[src/rtl/ccr_pkg.sv]
// Shared constants for the condition-code register and its save stack.
package ccr_pkg;

    // Writeback opcodes. Only the low nibble is decoded.
    localparam logic [3:0] OP_ADD   = 4'b0010;
    localparam logic [3:0] OP_SUB   = 4'b0011;
    localparam logic [3:0] OP_AND   = 4'b0100;
    localparam logic [3:0] OP_OR    = 4'b0101;
    localparam logic [3:0] OP_SHC   = 4'b0110;
    localparam logic [3:0] OP_UNARY = 4'b1000;

    // Flag bit positions within the CCR.
    localparam int FLAG_Z = 0;
    localparam int FLAG_N = 1;
    localparam int FLAG_C = 2;
    localparam int FLAG_V = 3;

    // ra sub-op selects for the shift/carry group.
    localparam logic [1:0] RA_RLC  = 2'b00;
    localparam logic [1:0] RA_RRC  = 2'b01;
    localparam logic [1:0] RA_SETC = 2'b10;
    localparam logic [1:0] RA_CLRC = 2'b11;

endpackage

[src/rtl/ccr_flag_decode.sv]
// Combinational decode of opcode/ra into a flag write-enable mask plus the
// controls that force the carry flag for SETC/CLRC.
module ccr_flag_decode
    import ccr_pkg::*;
#(
    parameter int NFLAGS = 4,
    parameter int OPW    = 4
) (
    input  logic [OPW-1:0]    i_opCode,
    input  logic [1:0]        i_ra,
    output logic [NFLAGS-1:0] o_flagEn,
    output logic              o_forceC,
    output logic              o_forceCVal
);

    logic w_upperZero;
    logic [3:0] w_mask4;

    assign w_upperZero = ((i_opCode >> 4) == '0);

    // Map the low opcode nibble to Z/N/C/V enables; user flags never enabled.
    always_comb begin
        w_mask4     = 4'b0000;
        o_forceC    = 1'b0;
        o_forceCVal = 1'b0;
        if (w_upperZero) begin
            unique case (i_opCode[3:0])
                OP_ADD, OP_SUB: w_mask4 = 4'b1111;
                OP_AND, OP_OR:  w_mask4 = 4'b0011;
                OP_SHC: begin
                    w_mask4 = 4'b0100;
                    if (i_ra == RA_SETC) begin
                        o_forceC    = 1'b1;
                        o_forceCVal = 1'b1;
                    end else if (i_ra == RA_CLRC) begin
                        o_forceC    = 1'b1;
                        o_forceCVal = 1'b0;
                    end
                end
                OP_UNARY: w_mask4 = i_ra[1] ? 4'b1111 : 4'b0011;
                default:  w_mask4 = 4'b0000;
            endcase
        end
        o_flagEn      = '0;
        o_flagEn[3:0] = w_mask4;
    end

endmodule

[src/rtl/ccr_stack_unit.sv]
// Condition-code register with a small LIFO save stack used for interrupt
// entry (save) and return (restore), including swap and error reporting.
module ccr_stack_unit
    import ccr_pkg::*;
#(
    parameter int NFLAGS = 4,
    parameter int DEPTH  = 2,
    parameter int OPW    = 4
) (
    input  logic                         clk,
    input  logic                         rst,
    input  logic                         valid_i,
    input  logic [OPW-1:0]               op_code,
    input  logic [1:0]                   ra,
    input  logic [NFLAGS-1:0]            alu_flags_i,
    input  logic                         save_i,
    input  logic                         restore_i,
    output logic [NFLAGS-1:0]            flags_o,
    output logic [NFLAGS-1:0]            flag_en_o,
    output logic [$clog2(DEPTH+1)-1:0]   stack_cnt_o,
    output logic                         stack_full_o,
    output logic                         stack_empty_o,
    output logic                         err_o
);

    localparam int CW = $clog2(DEPTH + 1);
    localparam int AW = (DEPTH > 1) ? $clog2(DEPTH) : 1;

    logic [NFLAGS-1:0] r_flags;
    logic [NFLAGS-1:0] r_stack [0:(1<<AW)-1];
    logic [CW-1:0]     r_cnt;
    logic              r_err;

    logic [NFLAGS-1:0] w_decEn;
    logic              w_forceC;
    logic              w_forceCVal;
    logic [NFLAGS-1:0] w_upd;
    logic              w_full;
    logic              w_empty;
    logic [AW-1:0]     w_topIdx;
    logic [AW-1:0]     w_pushIdx;
    logic              w_doPush;
    logic              w_doPop;
    logic              w_doSwap;
    logic              w_err;

    ccr_flag_decode #(
        .NFLAGS (NFLAGS),
        .OPW    (OPW)
    ) u_decode (
        .i_opCode    (op_code),
        .i_ra        (ra),
        .o_flagEn    (w_decEn),
        .o_forceC    (w_forceC),
        .o_forceCVal (w_forceCVal)
    );

    assign w_full    = (r_cnt == CW'(DEPTH));
    assign w_empty   = (r_cnt == '0);
    assign w_topIdx  = AW'(r_cnt - CW'(1));
    assign w_pushIdx = AW'(r_cnt);

    // A lone save pushes, a lone restore pops, both together swap with the top.
    assign w_doPush = save_i & ~restore_i & ~w_full;
    assign w_doPop  = restore_i & ~save_i & ~w_empty;
    assign w_doSwap = save_i & restore_i & ~w_empty;
    assign w_err    = (save_i & ~restore_i & w_full) | (restore_i & w_empty);

    // Candidate next CCR: enabled bits take the ALU result, SETC/CLRC force C.
    always_comb begin
        w_upd = r_flags;
        if (valid_i) begin
            for (int i = 0; i < NFLAGS; i++) begin
                if (w_decEn[i]) begin
                    w_upd[i] = alu_flags_i[i];
                end
            end
            if (w_forceC) begin
                w_upd[FLAG_C] = w_forceCVal;
            end
        end
    end

    // CCR, occupancy and error pulse; any restore request discards the update.
    always_ff @(posedge clk) begin
        if (rst) begin
            r_flags <= '0;
            r_cnt   <= '0;
            r_err   <= 1'b0;
        end else begin
            r_err <= w_err;
            if (w_doPop || w_doSwap) begin
                r_flags <= r_stack[w_topIdx];
            end else if (!restore_i) begin
                r_flags <= w_upd;
            end
            if (w_doPush) begin
                r_cnt <= r_cnt + CW'(1);
            end else if (w_doPop) begin
                r_cnt <= r_cnt - CW'(1);
            end
        end
    end

    // Stack storage is never reset; occupancy alone decides what is valid.
    always_ff @(posedge clk) begin
        if (!rst) begin
            if (w_doPush) begin
                r_stack[w_pushIdx] <= w_upd;
            end else if (w_doSwap) begin
                r_stack[w_topIdx] <= r_flags;
            end
        end
    end

    assign flags_o       = r_flags;
    assign flag_en_o     = valid_i ? w_decEn : '0;
    assign stack_cnt_o   = r_cnt;
    assign stack_full_o  = w_full;
    assign stack_empty_o = w_empty;
    assign err_o         = r_err;

endmodule
[config.mk]
export PLATFORM = sky130hd
export DESIGN_NAME = ccr_stack_unit
export DESIGN_NICKNAME = d
export VERILOG_FILES = /design/src/rtl/ccr_pkg.sv /design/src/rtl/ccr_flag_decode.sv /design/src/rtl/ccr_stack_unit.sv
export SDC_FILE = /design/constraint.sdc
export NUM_CORES = 1
export LEC_CHECK = 0
export ABC_AREA = 0
export CORE_MARGIN = 10
export CORE_UTILIZATION = 50
export DETAILED_ROUTE_END_ITERATION = 10
export MAX_ROUTING_LAYER = met4
export PLACE_DENSITY = 0.94
export RECOVER_POWER = 25
export SLEW_MARGIN = 0
export SYNTH_ARGS = -nofsm -noshare
export SYNTH_HDL_FRONTEND = slang
export SYNTH_SLANG_ARGS = --single-unit
[constraint.sdc]
create_clock -name clk -period 2.85 [get_ports clk]
set_input_delay 0.57 -clock clk [delete_from_list [all_inputs] [get_ports clk]]
set_output_delay 0.57 -clock clk [all_outputs]
set_load 0.05 [all_outputs]
# After elaboration in Yosys (flattened, before gate mapping)
# Memories as Yosys holds them, arrays and structs flattened.
# Index checks and enable logic that the tools add are counted.
dict set report classes {
  order_cmp 0
  bitwise_logic 13
  multipliers 0
  n_eq_ne 10
  mux 28
  shifts 0
  div 0
  n_addsub 2
  n_reduce_logical 6
}
# operator count
set ops {}
lappend ops {{$mux W4} 6}
lappend ops {{$mux W1} 19}
lappend ops {{$pmux W4 S4} 1}
lappend ops {{$eq A4 B3 Y1 const B} 3}
lappend ops {{$and A1 B1 Y1} 8}
lappend ops {{$eq A4 B2 Y1 const B} 2}
lappend ops {{$eq A2 B2 Y1 const B} 3}
lappend ops {{$eq A4 B4 Y1 const B} 1}
lappend ops {{$mux W2} 2}
lappend ops {{$not A1 Y1} 4}
lappend ops {{$reduce_or A2 Y1} 2}
lappend ops {{$reduce_or A4 Y1} 1}
lappend ops {{$add A2 B1 Y2 const B} 1}
lappend ops {{$logic_not A2 Y1} 1}
lappend ops {{$ne A2 B1 Y1 const B} 1}
lappend ops {{$reduce_bool A2 Y1} 1}
lappend ops {{$sub A2 B1 Y2 const B} 1}
lappend ops {{$logic_or A1 B1 Y1} 1}
lappend ops {{$or A1 B1 Y1} 1}
dict set report word_totals {
  latchBits 0
  in_bits 15
  reg_bits 7
  out_inout_bits 13
  mem_count 1
  ramBits 8
  mem_bits_ro 0
}
# memory words word_bits rd rd_clocked_by_memory_dff wr line
set memory_table {}
lappend memory_table {r_stack 2 4 1 0 1 ccr_stack_unit.sv:30} ;# logic [NFLAGS-1:0] r_stack [0:(1<<AW)-1];

# Longest topological paths before layout
dict set report logic_depth {
  ltp_word 9
  mapped_depth 7
  mapped_depth_nobuf 6
}

# Hierarchy
# A second synthesis with hierarchy kept.
dict set report hier_totals {
  hier_cells 93
  area_unflattened_um2 940.9
}
# mod area_per_inst_um2 n_inst cells_each
set by_module_without_submodules {}
lappend by_module_without_submodules {ccr_stack_unit 839.6 1 80}
lappend by_module_without_submodules {ccr_flag_decode 101.3 1 13}

# Least setup slack after synthesis
# No wires, ideal clock.
dict set report synth_path {
  path_kind {flip-flop to flip-flop}
  start {register r_cnt[0] (netlist: stack_cnt_o[0])}
  end {memory r_stack[0][2], data pin}
  path_slack_ns 0.398
  arrival_time_ns 2.186
  setup_ns 0.266
  path_buffers 1
  period_less_slack_ns 2.452
  stages_incl_launch_ff 8
  cell_sequence {dfxtp_1 buf_2 inv_1 ha_1 nand2b_1 nor2_1 nor2_1 mux2_1}
}
dict set report synth_via {
  elab_chain_cells 9
}
# element line
set synth_rtl {}
lappend synth_rtl {{start, declared} ccr_stack_unit.sv:31} ;# logic [CW-1:0] r_cnt;
lappend synth_rtl {{start signal, assigned} ccr_stack_unit.sv:98} ;# r_cnt <= r_cnt + CW'(1);
lappend synth_rtl {{start signal, assigned} ccr_stack_unit.sv:100} ;# r_cnt <= r_cnt - CW'(1);
lappend synth_rtl {{$logic_not A2 Y1} ccr_stack_unit.sv:59} ;# assign w_empty = (r_cnt == '0);
lappend synth_rtl {{named net stack_empty_o} ccr_stack_unit.sv:22} ;# output logic stack_empty_o,
lappend synth_rtl {{$not A1 Y1} ccr_stack_unit.sv:66} ;# assign w_doSwap = save_i & restore_i & ~w_empty;
lappend synth_rtl {{$and A1 B1 Y1} ccr_stack_unit.sv:66}
lappend synth_rtl {{$mux W1} ccr_stack_unit.sv:110} ;# end else if (w_doSwap) begin
lappend synth_rtl {{$mux W1} ccr_stack_unit.sv:108} ;# if (w_doPush) begin
lappend synth_rtl {{$mux W1} ccr_stack_unit.sv:107} ;# if (!rst) begin
lappend synth_rtl {{$mux W1 (implied by the code)} ccr_stack_unit.sv:111} ;# r_stack[w_topIdx] <= r_flags;
lappend synth_rtl {{$reduce_or A4 Y1 (no source line)} -}
lappend synth_rtl {{$mux W4 (no source line)} -}
lappend synth_rtl {{end, declared} ccr_stack_unit.sv:30}
# The timed path passes the listed nets, and every way through them passes these cells.

# Final worst setup path
dict set report layout_path {
  start {input op_code[3]}
  end {output flag_en_o[0]}
}
dict set report layout_via {
  elab_chain_cells 4
}
# element line
set layout_rtl {}
lappend layout_rtl {{start, declared} ccr_stack_unit.sv:13} ;# input logic [OPW-1:0] op_code,
lappend layout_rtl {{$eq A4 B3 Y1 or $eq A4 B2 Y1 (tied branches)} ccr_flag_decode.sv:27} ;# unique case (i_opCode[3:0])
lappend layout_rtl {{$reduce_or A2 Y1} ccr_flag_decode.sv:27}
lappend layout_rtl {{$pmux W4 S4 *} ccr_flag_decode.sv:27}
lappend layout_rtl {{$mux W4 *} ccr_stack_unit.sv:117} ;# assign flag_en_o = valid_i ? w_decEn : '0;
lappend layout_rtl {{end, declared} ccr_stack_unit.sv:19} ;# output logic [NFLAGS-1:0] flag_en_o,
# Mark *: on every way between the ends. The rest lies on a longest branch, timed or not.

==> impl_metrics.json <==
{
  "outcome": "complete, no violations",
  "hold_violations": 0,
  "via_per_inst": 5.67,
  "grt_util_all_layers": 0.129,
  "die_w_microns": 64.4,
  "io_pins": 28,
  "cts_tree": "done",
  "synth_area_per_cell_sq_um": 9.75,
  "min_path_type": "flop to flop",
  "wl_microns": 2500,
  "rrSetupSlack_ps": 710,
  "core_region_area_sq_um": 1800,
  "post_drt_wl_per_cell_microns": 16.3,
  "p_seq_frac": 0.388,
  "cts_setup_buffers": 0,
  "die_y_microns": 64.4,
  "clkSlewWorstSetupHoldPaths_ps": 90,
  "clock_latency_ps": 290,
  "dp_hpwl_microns": 2030,
  "setup-violations-final": 0,
  "path_class": "input port to primary output",
  "gp_congestion": 0.792,
  "fmax_ghz": 0.372,
  "ctsResizeCount": 0,
  "yosysWarnings": 0,
  "post_route_cells_drive_above_1_share": 0.140,
  "required_ps": 2280,
  "ys_seq_elements": 15,
  "max_slew_margin": 0.620,
  "p_clk_frac": 0.182,
  "clock_path_buffers": 2,
  "p_sw_mw": 0.271,
  "synth.distinct_cells": 37,
  "cts_hold_buf": 0,
  "diodes": 0,
  "p_int_mw": 0.427,
  "root_buffer": "clkbuf_4",
  "max_cap_violations": 0,
  "critPathMaxFanout": 6,
  "dr.pass1.iters": 4,
  "p_comb_frac": 0.431,
  "syn_inst": 101,
  "synth.net_count": 118,
  "r2r_cells": 5,
  "postLayoutCoreUtil": 0.737,
  "cpPeakStageDelay_ps": 550,
  "cp_slowest_cell": "clkdlybuf4s50_1",
  "drtIter0Drc": 61,
  "crit_chain": "clkdlybuf4s50_1, nor3b_1, o311ai_4, inv_2, buf_12",
  "holdCritStartpoint": "flags_o[3]",
  "synthToLayoutAreaGrowth_pct": 34.8,
  "cts-buffers-inserted": 3,
  "crit_path_start_kind": "input port",
  "reg2reg_from": "stack_cnt_o[0]",
  "critPathTopFamily": "buffers and inverters",
  "pwr_density_cell_nw_per_um2": 526,
  "drc_errors": 0,
  "htree_levels": 1,
  "rsz0062_at_grt": "false",
  "final.setup.tns_ps": 0,
  "min_period_over_period": 0.944,
  "fin_nets": 147,
  "grt-ovfl-total": 0,
  "regToRegEndpoint": "r_stack[1][0]",
  "cts_sinks": 15,
  "path_buf_inv": 3,
  "mostFrequentLayoutCell": "clkdlybuf4s50_1",
  "grt_pass1_vias": 899,
  "critPathArrivalTime_ps": 2120,
  "dieArea_sq_um": 4140,
  "worst_pin_slew_ps": 569,
  "setup.worst_path.end_class": "primary output",
  "seq_area_frac_synth": 0.386,
  "io_buffers": 27,
  "skew_ps": 1.77,
  "syn-cell-area_sq_um": 985,
  "vdd_drop_max_mv": 0.438,
  "hold_path_depth": 2,
  "rows": 15,
  "layout_common_cells": "20 x clkdlybuf4s50_1, 9 x a21oi_1, 8 x inv_1, 8 x nor2_1, 8 x edfxtp_1",
  "power_switching_share": 0.388,
  "min_to": "flags_o[3]",
  "grt_first_pass_wirelength_microns": 4150,
  "p_leak_nw": 0.519,
  "vias": 873,
  "drv_slew": 0,
  "grt_max_degree": 12,
  "initial_core_util": 0.547,
  "antenna_found_initial": 0,
  "final.min_clock_period_ps": 2690,
  "drtAntennaViolNets": 0
}
-- per-layer routing --
layer	GRT usage	share of wire	vias up
met5	-	0	-
met4	0.0588	0.018	0
met3	0.0401	0.049	5
met2	0.225	0.53	23
met1	0.127	0.40	419
li1	-	-	426
-- registers in the layout (all words and copies together) (netlist names) --
register / cells
stack_cnt_o: 2
r_stack: 8
flags_o: 4
err_o: 1
-- cells in the mapped netlist --
library cell  number  area share
a31oi_1            3       0.019
buf_4              1      0.0076
mux2_1             1       0.011
clkbuf_1           1      0.0038
inv_2              1      0.0038
a211oi_1           1      0.0076
o21ai_1            2       0.010
nor2_1             8       0.030
xnor2_1            1      0.0089
or3_1              3       0.019
a221o_1            2       0.020
o311a_1            2       0.020
nor3b_2            1       0.013
dfxtp_1            7        0.14
mux2_4             2       0.030
nor3_1             1      0.0051
a41o_1             1       0.010
a21oi_1            8       0.041
nor2b_1            3       0.019
nand3_1            2       0.010
inv_1              8       0.030
and3b_1            1      0.0089
ha_1               2       0.025
mux2i_1            5       0.051
nand2b_1           4       0.025
a32oi_2            1       0.017
o21ai_0            3       0.015
nand4_1            1      0.0064
nor2_2             1      0.0064
a21oi_2            1      0.0089
buf_2              2       0.010
edfxtp_1           8        0.24
mux2_2             4       0.046
and2b_1            2       0.015
o311ai_4           1       0.027
nand2_1            5       0.019
nand4bb_1          1       0.011
-- layout make-up --
cell class | count | area (sq um)
clock inverters | 1 | 5.00
clock buffers | 3 | 22.5
multi-input cells | 73 | 541
well taps | 25 | 31.3
flip-flops and latches | 15 | 380
inverters | 9 | 33.8
repair buffers | 28 | 314
fillers | 135 | 474
-- stage by stage --
step / instances / instance area, sq um / worst slack [ps] / total power [mW] / hold slack, ps
final: 154 / 1330 / 159 / 0.698 / 580
after global routing: 154 / 1330 / 77.2 / 0.731 / 606
after CTS: 154 / 1340 / 231 / 0.701 / 582
after detailed placement: 150 / 1310 / 335 / 0.579 / 568
after global placement: 150 / 1310 / 387 / 0.568 / 542
after floorplan: 101 / 985 / 398 / 0.474 / 627
-- power by group through the flow --
stage / combinational (mW) / clock, mW / sequential [mW]
after floorplan: 0.161 / 0 / 0.313
after global placement: 0.293 / 0 / 0.274
after detailed placement: 0.303 / 0 / 0.276
after CTS: 0.305 / 0.125 / 0.271
after global routing: 0.322 / 0.134 / 0.275
final: 0.301 / 0.127 / 0.271
-- worst max-delay path by stage --
stage,startpoint,to,cells after the start
6_report,op_code[3],flag_en_o[0],5
5_1_grt,op_code[3],flag_en_o[0],5
4_1_cts,stack_cnt_o[0],stack_empty_o,3
3_5_place_dp,op_code[2],flag_en_o[0],5
3_3_place_gp,op_code[2],flag_en_o[0],5
2_1_floorplan,stack_cnt_o[0],r_stack[0][2],7
-- cells by family (layout without fill, tap and decap cells) --
kind of cell             count (synthesis)  after routing  share of synthesized area
AO/OA/AOI/OAI                           25             25                      0.196
XOR/XNOR                                 1              1                    0.00890
adder cells (fa/ha/maj)                  2              2                     0.0254
buffers and inverters                   13             41                     0.0559
flip-flops                              15             15                      0.386
multiplexers                            12             12                      0.138
AND/OR/NAND/NOR                         33             33                      0.189
-- worst register-to-register path, stage by stage (launching register included) --
cell	delay, ps
dfxtp_1	520
inv_1	160
ha_1	320
nor2b_1	310
nand2_1	90
a21oi_1	400
Power figures use the tool's default switching activity.
